<file path="config.mk">
export PLATFORM = sky130hd
export DESIGN_NAME = axi4lite_amm_bridge
export DESIGN_NICKNAME = d
export VERILOG_FILES = /design/src/rtl/amm_bridge_pkg.sv /design/src/rtl/sc_fifo_ffmem.sv /design/src/rtl/axi4lite_amm_bridge.sv
export SDC_FILE = /design/constraint.sdc
export NUM_CORES = 1
export LEC_CHECK = 0
export CAP_MARGIN = 20
export CORE_ASPECT_RATIO = 2
export CORE_UTILIZATION = 40
export DETAILED_ROUTE_END_ITERATION = 12
export GPL_TIMING_DRIVEN = 1
export PLACE_DENSITY = 0.7
export SKIP_LAST_GASP = 1
export SLEW_MARGIN = 25
export SYNTH_ARGS = -nofsm -noshare
export SYNTH_HDL_FRONTEND = slang
export SYNTH_HIERARCHICAL = 1
export SYNTH_SLANG_ARGS = --single-unit
</file>
<file path="constraint.sdc">
create_clock -name clk -period 3.34 [get_ports clk]
set_input_delay 0.501 -clock clk [delete_from_list [all_inputs] [get_ports clk]]
set_output_delay 0.501 -clock clk [all_outputs]
set_load 0.01 [all_outputs]
</file>
<file path="src/rtl/amm_bridge_pkg.sv">
// Shared types and constants for the AXI4-Lite to Avalon-MM bridge.
package amm_bridge_pkg;

  typedef enum logic [1:0] {
    IDLE    = 2'd0,
    RD_CMD  = 2'd1,
    WR_CMD  = 2'd2,
    WR_RESP = 2'd3
  } state_t;

  localparam logic [1:0] RESP_OKAY = 2'b00;

endpackage

</file>
<file path="src/rtl/sc_fifo_ffmem.sv">
// Single-clock FIFO built from flops, optional show-ahead output.
module sc_fifo_ffmem #(
  parameter int P_WIDTH     = 32,
  parameter int P_LOG2SIZE  = 2,
  parameter int P_SHOWAHEAD = 1
) (
  input  logic               clk,
  input  logic               aclr,
  input  logic               sclr,
  input  logic               wrreq,
  input  logic [P_WIDTH-1:0] data,
  input  logic               rdreq,
  output logic [P_WIDTH-1:0] q,
  output logic               empty
);

  localparam int DEPTH = 2 ** P_LOG2SIZE;

  logic [P_WIDTH-1:0]    mem [DEPTH];
  logic [P_LOG2SIZE-1:0] wr_ptr;
  logic [P_LOG2SIZE-1:0] rd_ptr;
  logic [P_LOG2SIZE:0]   count;
  logic                  wr_en;
  logic                  rd_en;

  assign empty = (count == '0);
  assign wr_en = wrreq & (count != (P_LOG2SIZE+1)'(DEPTH));
  assign rd_en = rdreq & ~empty;

  // Pointer and occupancy tracking.
  always_ff @(posedge clk or posedge aclr) begin
    if (aclr) begin
      wr_ptr <= '0;
      rd_ptr <= '0;
      count  <= '0;
    end else if (sclr) begin
      wr_ptr <= '0;
      rd_ptr <= '0;
      count  <= '0;
    end else begin
      if (wr_en) wr_ptr <= wr_ptr + 1'b1;
      if (rd_en) rd_ptr <= rd_ptr + 1'b1;
      case ({wr_en, rd_en})
        2'b10:   count <= count + 1'b1;
        2'b01:   count <= count - 1'b1;
        default: count <= count;
      endcase
    end
  end

  // Storage array; contents need no reset since occupancy gates every read.
  always_ff @(posedge clk) begin
    if (wr_en) mem[wr_ptr] <= data;
  end

  generate
    if (P_SHOWAHEAD != 0) begin : g_showahead
      assign q = mem[rd_ptr];
    end else begin : g_registered
      logic [P_WIDTH-1:0] q_reg;
      // Registered output updates on each pop.
      always_ff @(posedge clk or posedge aclr) begin
        if (aclr)       q_reg <= '0;
        else if (rd_en) q_reg <= mem[rd_ptr];
      end
      assign q = q_reg;
    end
  endgenerate

endmodule

</file>
<file path="src/rtl/axi4lite_amm_bridge.sv">
// AXI4-Lite slave to Avalon-MM master bridge with buffered read responses.
//
// state   | meaning
// --------+----------------------------------------------
// IDLE    | arbitrate between read and write requests
// RD_CMD  | m_read asserted until waitrequest drops
// WR_CMD  | m_write asserted until waitrequest drops
// WR_RESP | bvalid held until bready
module axi4lite_amm_bridge
  import amm_bridge_pkg::*;
#(
  parameter int P_SEL_BIT = 16,
  parameter int P_LOG2RD  = 2
) (
  input  logic        clk,
  input  logic        resetn,
  input  logic [31:0] awaddr,
  input  logic        awvalid,
  output logic        awready,
  input  logic [31:0] wdata,
  input  logic [3:0]  wstrb,
  input  logic        wvalid,
  output logic        wready,
  output logic [1:0]  bresp,
  output logic        bvalid,
  input  logic        bready,
  input  logic [31:0] araddr,
  input  logic        arvalid,
  output logic        arready,
  output logic [31:0] rdata,
  output logic [1:0]  rresp,
  output logic        rvalid,
  input  logic        rready,
  output logic        m_portsel,
  output logic [31:0] m_address,
  output logic [3:0]  m_byteenable,
  output logic [31:0] m_writedata,
  output logic        m_read,
  output logic        m_write,
  input  logic        m_waitrequest,
  input  logic [31:0] m_readdata,
  input  logic        m_readdatavalid
);

  localparam int RD_DEPTH = 2 ** P_LOG2RD;

  state_t            state;
  state_t            next_state;
  logic              rd_grant;
  logic              wr_grant;
  logic              rd_req;
  logic              wr_req;
  logic              r_hs;
  logic              fifo_empty;
  logic [P_LOG2RD:0] rd_cnt;
  // Set after a read grant so the next contested cycle goes to the write;
  // resets low so the very first contest goes to the read.
  logic              wr_prio;

  assign rd_req  = arvalid & (rd_cnt < (P_LOG2RD+1)'(RD_DEPTH));
  assign wr_req  = awvalid & wvalid;
  assign arready = rd_grant;
  assign awready = wr_grant;
  assign wready  = wr_grant;
  assign bvalid  = (state == WR_RESP);
  assign bresp   = RESP_OKAY;
  assign rvalid  = ~fifo_empty;
  assign rresp   = RESP_OKAY;
  assign r_hs    = rvalid & rready;

  // State register.
  always_ff @(posedge clk or negedge resetn) begin
    if (!resetn) state <= IDLE;
    else         state <= next_state;
  end

  // Next-state logic and channel arbitration.
  always_comb begin
    next_state = state;
    rd_grant   = 1'b0;
    wr_grant   = 1'b0;
    case (state)
      IDLE: begin
        if (rd_req && wr_req) begin
          if (wr_prio) wr_grant = 1'b1;
          else         rd_grant = 1'b1;
        end else if (rd_req) begin
          rd_grant = 1'b1;
        end else if (wr_req) begin
          wr_grant = 1'b1;
        end
        if (rd_grant)      next_state = RD_CMD;
        else if (wr_grant) next_state = WR_CMD;
      end
      RD_CMD:  if (!m_waitrequest) next_state = IDLE;
      WR_CMD:  if (!m_waitrequest) next_state = WR_RESP;
      WR_RESP: if (bready)         next_state = IDLE;
      default: next_state = IDLE;
    endcase
  end

  // Registered Avalon command; held while waitrequest is high.
  always_ff @(posedge clk or negedge resetn) begin
    if (!resetn) begin
      m_portsel    <= 1'b0;
      m_address    <= '0;
      m_byteenable <= '0;
      m_writedata  <= '0;
      m_read       <= 1'b0;
      m_write      <= 1'b0;
      wr_prio      <= 1'b0;
    end else begin
      if (rd_grant) begin
        m_address    <= araddr;
        m_byteenable <= 4'hF;
        m_portsel    <= araddr[P_SEL_BIT];
        m_read       <= 1'b1;
        wr_prio      <= 1'b1;
      end else if (wr_grant) begin
        m_address    <= awaddr;
        m_writedata  <= wdata;
        m_byteenable <= wstrb;
        m_portsel    <= awaddr[P_SEL_BIT];
        m_write      <= 1'b1;
        wr_prio      <= 1'b0;
      end
      if (state == RD_CMD && !m_waitrequest) m_read  <= 1'b0;
      if (state == WR_CMD && !m_waitrequest) m_write <= 1'b0;
    end
  end

  // Outstanding read count; capped by the read request qualifier.
  always_ff @(posedge clk or negedge resetn) begin
    if (!resetn) begin
      rd_cnt <= '0;
    end else begin
      case ({rd_grant, r_hs})
        2'b10:   rd_cnt <= rd_cnt + 1'b1;
        2'b01:   rd_cnt <= rd_cnt - 1'b1;
        default: rd_cnt <= rd_cnt;
      endcase
    end
  end

  sc_fifo_ffmem #(
    .P_WIDTH    (32),
    .P_LOG2SIZE (P_LOG2RD),
    .P_SHOWAHEAD(1)
  ) u_rd_buf (
    .clk  (clk),
    .aclr (~resetn),
    .sclr (1'b0),
    .wrreq(m_readdatavalid),
    .data (m_readdata),
    .rdreq(r_hs),
    .q    (rdata),
    .empty(fifo_empty)
  );

endmodule

</file>
# --- Word-level counts from Yosys, hierarchy flattened ---
# Memories as Yosys holds them, arrays and structs flattened.
# Index checks and enable logic that the tools add are counted.
word_totals:
  ff_bits: 84
  mem_bits_rw: 128
  out_inout_bits: 112
  wordCells: 88
  mem_count: 1
mem_list:
  columns: ["name", "depth", "word_bits", "read_ports", "rd_ports_with_merged_regs", "write_ports", "line", "source"]
  rows:
  - ["u_rd_buf.mem", 4, 32, 1, 0, 1, "sc_fifo_ffmem.sv:19", "logic [P_WIDTH-1:0] mem [DEPTH];"]
classes:
  add_sub_neg: 6
  magnitude_cmp: 1
  eq_ne: 13
  muxes: 34
  bitwise_logic: 7
  reduce_logical: 14
ops:
  columns: ["operator", "n"]
  rows:
  - ["two-way mux 32 bit", 2]
  - ["two-way mux 1 bit", 22]
  - ["case mux 3 bit (2 select lines)", 2]
  - ["two-way mux 2 bit", 5]
  - ["nonzero test 2 bit", 5]
  - ["equality test 2 bit, second input constant", 4]
  - ["two-way mux 4 bit", 2]
  - ["case mux 2 bit (4 select lines)", 1]
  - ["adder 3 x 1 -> 3 bit, second input constant", 2]
  - ["equality test 2 x 1 -> 1 bit, second input constant", 3]
  - ["subtractor 3 x 1 -> 3 bit, second input constant", 2]
  - ["bitwise AND 1 bit", 5]
  - ["adder 2 x 1 -> 2 bit, second input constant", 2]
  - ["inequality test 2 x 1 -> 1 bit, second input constant", 2]
  - ["inequality test 2 bit, second input constant", 2]
  - ["AND reduction 2 bit", 2]
  - ["AND reduction 4 bit", 1]
  - ["logical AND 1 bit", 3]
  - ["logical NOT 3 bit", 1]
  - ["less-than comparator 3 bit, second input constant", 1]
  - ["inequality test 3 x 1 -> 1 bit, second input constant", 1]
  - ["inequality test 3 bit, second input constant", 1]
  - ["logical NOT 2 bit", 1]
  - ["inverter 1 bit", 2]
  - ["logical NOT 1 bit", 1]

# --- Logic depth before layout (Yosys ltp) ---
logic_depth:
  word_depth: 9
  mapped_depth: 11

# --- Cells and area by module ---
# Netlist, hierarchy kept.
by_module_without_submodules:
  columns: ["mod", "n_inst", "cells_each", "area_each_um2", "seq_area_each_um2"]
  rows:
  - ["sc_fifo_ffmem", 1, 235, 5251.3, 4018.9]
  - ["axi4lite_amm_bridge", 1, 247, 3294.4, 1901.8]

# --- Worst setup path after synthesis ---
# No wires, ideal clock.
synth_path:
  path_type: "reg2reg"
  from: "reg u_rd_buf.count[0]"
  to: "reg u_rd_buf.count[1]"
  setup_time_ns: 0.094
  arrival_time_ns: 2.246
  t_required_ns: 3.246
  slack_ns: 1.000
  path_stages_with_launch: 11
  period_less_slack_ns: 2.340
  path_cell_list: "dfrtp_1 buf_2 or2_2 nor2_1 nor2b_1 buf_4 o31ai_1 a21oi_1 fa_1 o2111ai_1 a211oi_1"
synth_between:
  elab_chain_cells: 6
  word_cells_on_any_way: 12
  cone_classes: "add/sub: 2; eq/ne: 3; mux: 1; bitwise: 4; reduce/logical: 2"
synth_rtl:
  columns: ["item", "line", "source"]
  rows:
  - ["start: declaration", "sc_fifo_ffmem.sv:22", "logic [P_LOG2SIZE:0] count;"]
  - ["start signal: assignment", "sc_fifo_ffmem.sv:44", "2'b10: count <= count + 1'b1;"]
  - ["start signal: assignment", "sc_fifo_ffmem.sv:45", "2'b01: count <= count - 1'b1;"]
  - ["start signal: assignment", "sc_fifo_ffmem.sv:46", "default: count <= count;"]
  - ["logical NOT 3 bit (*)", "sc_fifo_ffmem.sv:26", "assign empty = (count == '0);"]
  - ["named net fifo_empty", "axi4lite_amm_bridge.sv:54", "logic fifo_empty;"]
  - ["inverter 1 bit (*)", "axi4lite_amm_bridge.sv:67", "assign rvalid = ~fifo_empty;"]
  - ["bitwise AND 1 bit (*)", "axi4lite_amm_bridge.sv:69", "assign r_hs = rvalid & rready;"]
  - ["named net r_hs", "axi4lite_amm_bridge.sv:53", "logic r_hs;"]
  - ["bitwise AND 1 bit (*)", "sc_fifo_ffmem.sv:28", "assign rd_en = rdreq & ~empty;"]
  - ["equality test 2 x 1 -> 1 bit / equality test 2 bit (equally long branches)", "sc_fifo_ffmem.sv:43", "case ({wr_en, rd_en})"]
  - ["case mux 3 bit (2 select lines) / nonzero test 2 bit (equally long branches)", null, null]
# The timed path passes the listed nets; every way through them passes the cells marked *.
# A chain may end at the register's enable or synchronous reset.

# --- Worst setup path after layout ---
layout_path:
  from: "reg u_rd_buf.rd_ptr[0]"
  to: "out rdata[30]"
layout_between:
  elab_chain_cells: 1
layout_rtl:
  columns: ["item", "line", "source"]
  rows:
  - ["start: declaration", "sc_fifo_ffmem.sv:21", "logic [P_LOG2SIZE-1:0] rd_ptr;"]
  - ["start signal: assignment", "sc_fifo_ffmem.sv:42", "if (rd_en) rd_ptr <= rd_ptr + 1'b1;"]
  - ["memory (4 x 32 bit)", null, null]
  - ["end: declaration", "axi4lite_amm_bridge.sv:30", "output logic [31:0] rdata,"]
# Every way passes these cells.

==> metrics.cfg <==
[outcome]
status = finished, final reports clean

[worst_setup_path]
endpoint = rdata[30]
critical_path_class = register to output pin
rr_endpoint = u_rd_buf/count[1]$_DFFE_PP0P_
timing.rr.start = u_rd_buf/count[0]$_DFFE_PP0P_
worst-path-max-fanout = 18
startpoint = u_rd_buf/rd_ptr[0]$_DFFE_PP0P_
cp.required_ps = 2840
r2r_slack_ps = 740
crit_path_end_kind = output pin
rr_worst_depth = 9
cp-start-kind = register
cp.arrival_ps = 2300

[layout]
synthToLayoutAreaGrowth_pct = 38.7
fin_nets = 876
layout-drive-gt1-share_pct = 15.9
diodes = 0

[floorplan]
dieArea_um2 = 22000
core_um2 = 20900
initial_core_util_pct = 40.8
die_w_um = 105
die_h_um = 209
row_count = 75
io-pin-count = 253

[synth]
synth_top_family_by_area = multiplexers
async_flop_share_pct = 39.3
yosysSeqAreaShare_pct = 69.3
synth_top_cell_area_share_pct = 45.0
ys_warn_count = 6
ys_types = 52
synthesis.area_um2 = 8550
synth_area_per_cell_um2 = 17.7
yosys.area_share.simple_pct = 5.96
netlist_instances = 482
synth-compound-area-share_pct = 6.08
synthAdderAreaFrac_pct = 1.20
ys_ff_latch = 211
synth_area_leaders = edfxtp_1 (45%), dfrtp_1 (24%), mux4_2 (7.4%)
ys.flop_type = edfxtp_1
synth-xor-area-share_pct = 0.615
synth_edf_count = 128
yosysTopAreaCell = edfxtp_1
synth_mux_area_share_pct = 13.0

[timing]
finalSetupViolations = 0
maxSlewHeadroom_pct = 43.1
fin_skew_ps = 20.6
holdWs_ps = 21.1
fin_setup_tns_ps = 0
layout_min_cycle_time_ps = 2800
fin_crit_sh_pct = 83.8
drv_slew = 0
rsz0062_at_grt = no
fmax_mhz = 357
worst_pin_slew_ps = 849
hold_viol_final = 0

[global_route]
grt_max_degree = 78
grt_pass1_wl_um = 31100
grt_usage_pct = 18.1
grt_overflow = 0
antenna_found_initial = 0
grt_pass1_vias = 6036

[cts]
cts_tree = yes
cts-hold-fix-buffers = 0
clock_path_buffers = 3
post_cts_buffers = 0
cts_made_buffers = 19
clk_pin_slew_ps = 70
cts_root_buf = clkbuf_16
cts-resized-gates = 0
cts_max_level = 1
cts_sinks = 211
clkLatencyLatePin_ps = 500

[power]
switchingPower_mw = 2.33
ir_drop_v = 0.000540
p_sw_share_pct = 27.7
p_leak_nw = 4.42
pwr-share-seq_pct = 43.8
internal_power_mw = 6.07
p_clk_share_pct = 25.5
pwr_density_cell_nw_per_um2 = 709
power_frac_comb_pct = 30.7

[route]
routedWlPerCell_um = 19.4
drc = 0
vias = 5379
first_pass_iters = 4
antenna_left = 0
via_per_inst = 5.33
wirelength_um = 19600
drt-initial-drc-count = 227

[place]
hpwl_um = 13700
io_buffers = 248
gp_congestion = 0.819

[hold_path]
hp-class = input port to asynchronous set/reset pin

[run]
cap_violations = 0

==> layer usage <==
metal / vias up / GRT usage (%) / share of wire, %
li1: 2380 / - / -
met1: 2703 / 18.7 / 34
met2: 246 / 34.0 / 55
met3: 50 / 3.96 / 7.0
met4: 0 / 8.35 / 4.0
met5: - / 0 / 0
==> power groups by stage <==
stage / Clock (mW) / Sequential (mW) / Combinational [mW]
5_1_grt: 2.29 / 3.74 / 2.75
2_1_floorplan: 0 / 3.82 / 1.02
4_1_cts: 2.21 / 3.68 / 2.61
6_report: 2.14 / 3.68 / 2.57
3_3_place_gp: 0 / 3.69 / 2.52
3_5_place_dp: 0 / 3.71 / 2.61
==> cell usage after synthesis (2+ instances only) <==
| cell | count |
|---|---|
| mux4_2 | 28 |
| inv_1 | 12 |
| buf_6 | 6 |
| or2_2 | 2 |
| xnor2_1 | 3 |
| dfrtp_1 | 83 |
| nor2b_1 | 2 |
| mux2_2 | 33 |
| xor2_1 | 3 |
| a221o_1 | 32 |
| a21oi_1 | 6 |
| o21ai_0 | 9 |
| nand2_1 | 5 |
| or3b_2 | 2 |
| ha_1 | 5 |
| clkbuf_1 | 9 |
| nand3_1 | 14 |
| edfxtp_1 | 128 |
| buf_12 | 3 |
| nor3b_1 | 2 |
| nand2b_1 | 2 |
| fa_1 | 2 |
| mux4_1 | 4 |
| buf_4 | 10 |
| and2_1 | 2 |
| and3_1 | 36 |
| buf_2 | 9 |
| nor2_1 | 6 |
==> worst min-delay path by stage <==
| stage | from | to | cells after the start |
|---|---|---|---|
| after floorplan | resetn | m_address[0]$_DFFE_PN0P_ | 0 |
| after global placement | m_writedata[11]$_DFFE_PN0P_ | m_writedata[11]$_DFFE_PN0P_ | 1 |
| after detailed placement | m_writedata[20]$_DFFE_PN0P_ | m_writedata[20]$_DFFE_PN0P_ | 1 |
| after CTS | resetn | m_writedata[21]$_DFFE_PN0P_ | 1 |
| after global routing | resetn | m_writedata[21]$_DFFE_PN0P_ | 1 |
| final | resetn | m_writedata[14]$_DFFE_PN0P_ | 1 |
==> state kept, by name, indices dropped and copies added, names as in the netlist <==
| signal | count |
|---|---|
| wr_prio | 1 |
| u_rd_buf/wr_ptr | 2 |
| u_rd_buf/rd_ptr | 2 |
| m_write | 1 |
| m_writedata | 32 |
| state | 2 |
| m_read | 1 |
| m_byteenable | 4 |
| rd_cnt | 3 |
| u_rd_buf/mem | 128 |
| u_rd_buf/count | 3 |
| m_address | 32 |
==> final cells by class <==
cell class / instances / area, um2
fill: 1679 / 9080
sequential: 211 / 5920
timing repair buffer: 259 / 2600
multi-input combinational: 225 / 2340
clock buffer: 19 / 475
tap: 269 / 337
clock inverter: 14 / 129
inverter: 12 / 45.0
==> metrics by stage <==
stage          cell area [um2]  cells  total power, mW  util, %  setup slack (ps)
2_1_floorplan             8560    486             4.85        -              1000
3_3_place_gp             11200    976             6.21     53.7               747
3_5_place_dp             11200    976             6.31     53.7               616
4_1_cts                  11800   1009             8.50     56.6               484
5_1_grt                  11800   1009             8.78     56.6               442
6_report                 11800   1009             8.40     56.6               540
==> cell families after synthesis <==
logic type | Yosys count
adder cells (fa/ha/maj) | 7
AND/OR/NAND/NOR | 80
AO/OA/AOI/OAI | 62
flip-flops | 211
XOR/XNOR | 6
other | 1
multiplexers | 65
buffers and inverters | 50
==> critical path, cell delays in order, from the launching register on <==
cell,delay [ps]
dfrtp_2,360
buf_4,320
mux4_1,610
clkdlybuf4s50_1,500
==> cells in the final DEF (no fill, tap or decap), types with 3 or more instances in the layout <==
| cell type | n |
|---|---|
| clkdlybuf4s50_1 | 247 |
| edfxtp_1 | 128 |
| dfrtp_1 | 82 |
| mux2_2 | 33 |
| and3_1 | 32 |
| a221o_1 | 32 |
| mux4_2 | 28 |
| clkbuf_16 | 19 |
| nand3_1 | 14 |
| inv_1 | 12 |
| o21ai_0 | 9 |
| buf_4 | 8 |
| nor2_1 | 6 |
| a21oi_1 | 6 |
| nand2_1 | 5 |
| ha_1 | 5 |
| conb_1 | 5 |
| mux4_1 | 4 |
| and3_2 | 4 |
| xnor2_1 | 3 |
| xor2_1 | 3 |
| clkinv_1 | 3 |
| clkinv_2 | 3 |
| buf_12 | 3 |
(Power assumes the default switching activity.)
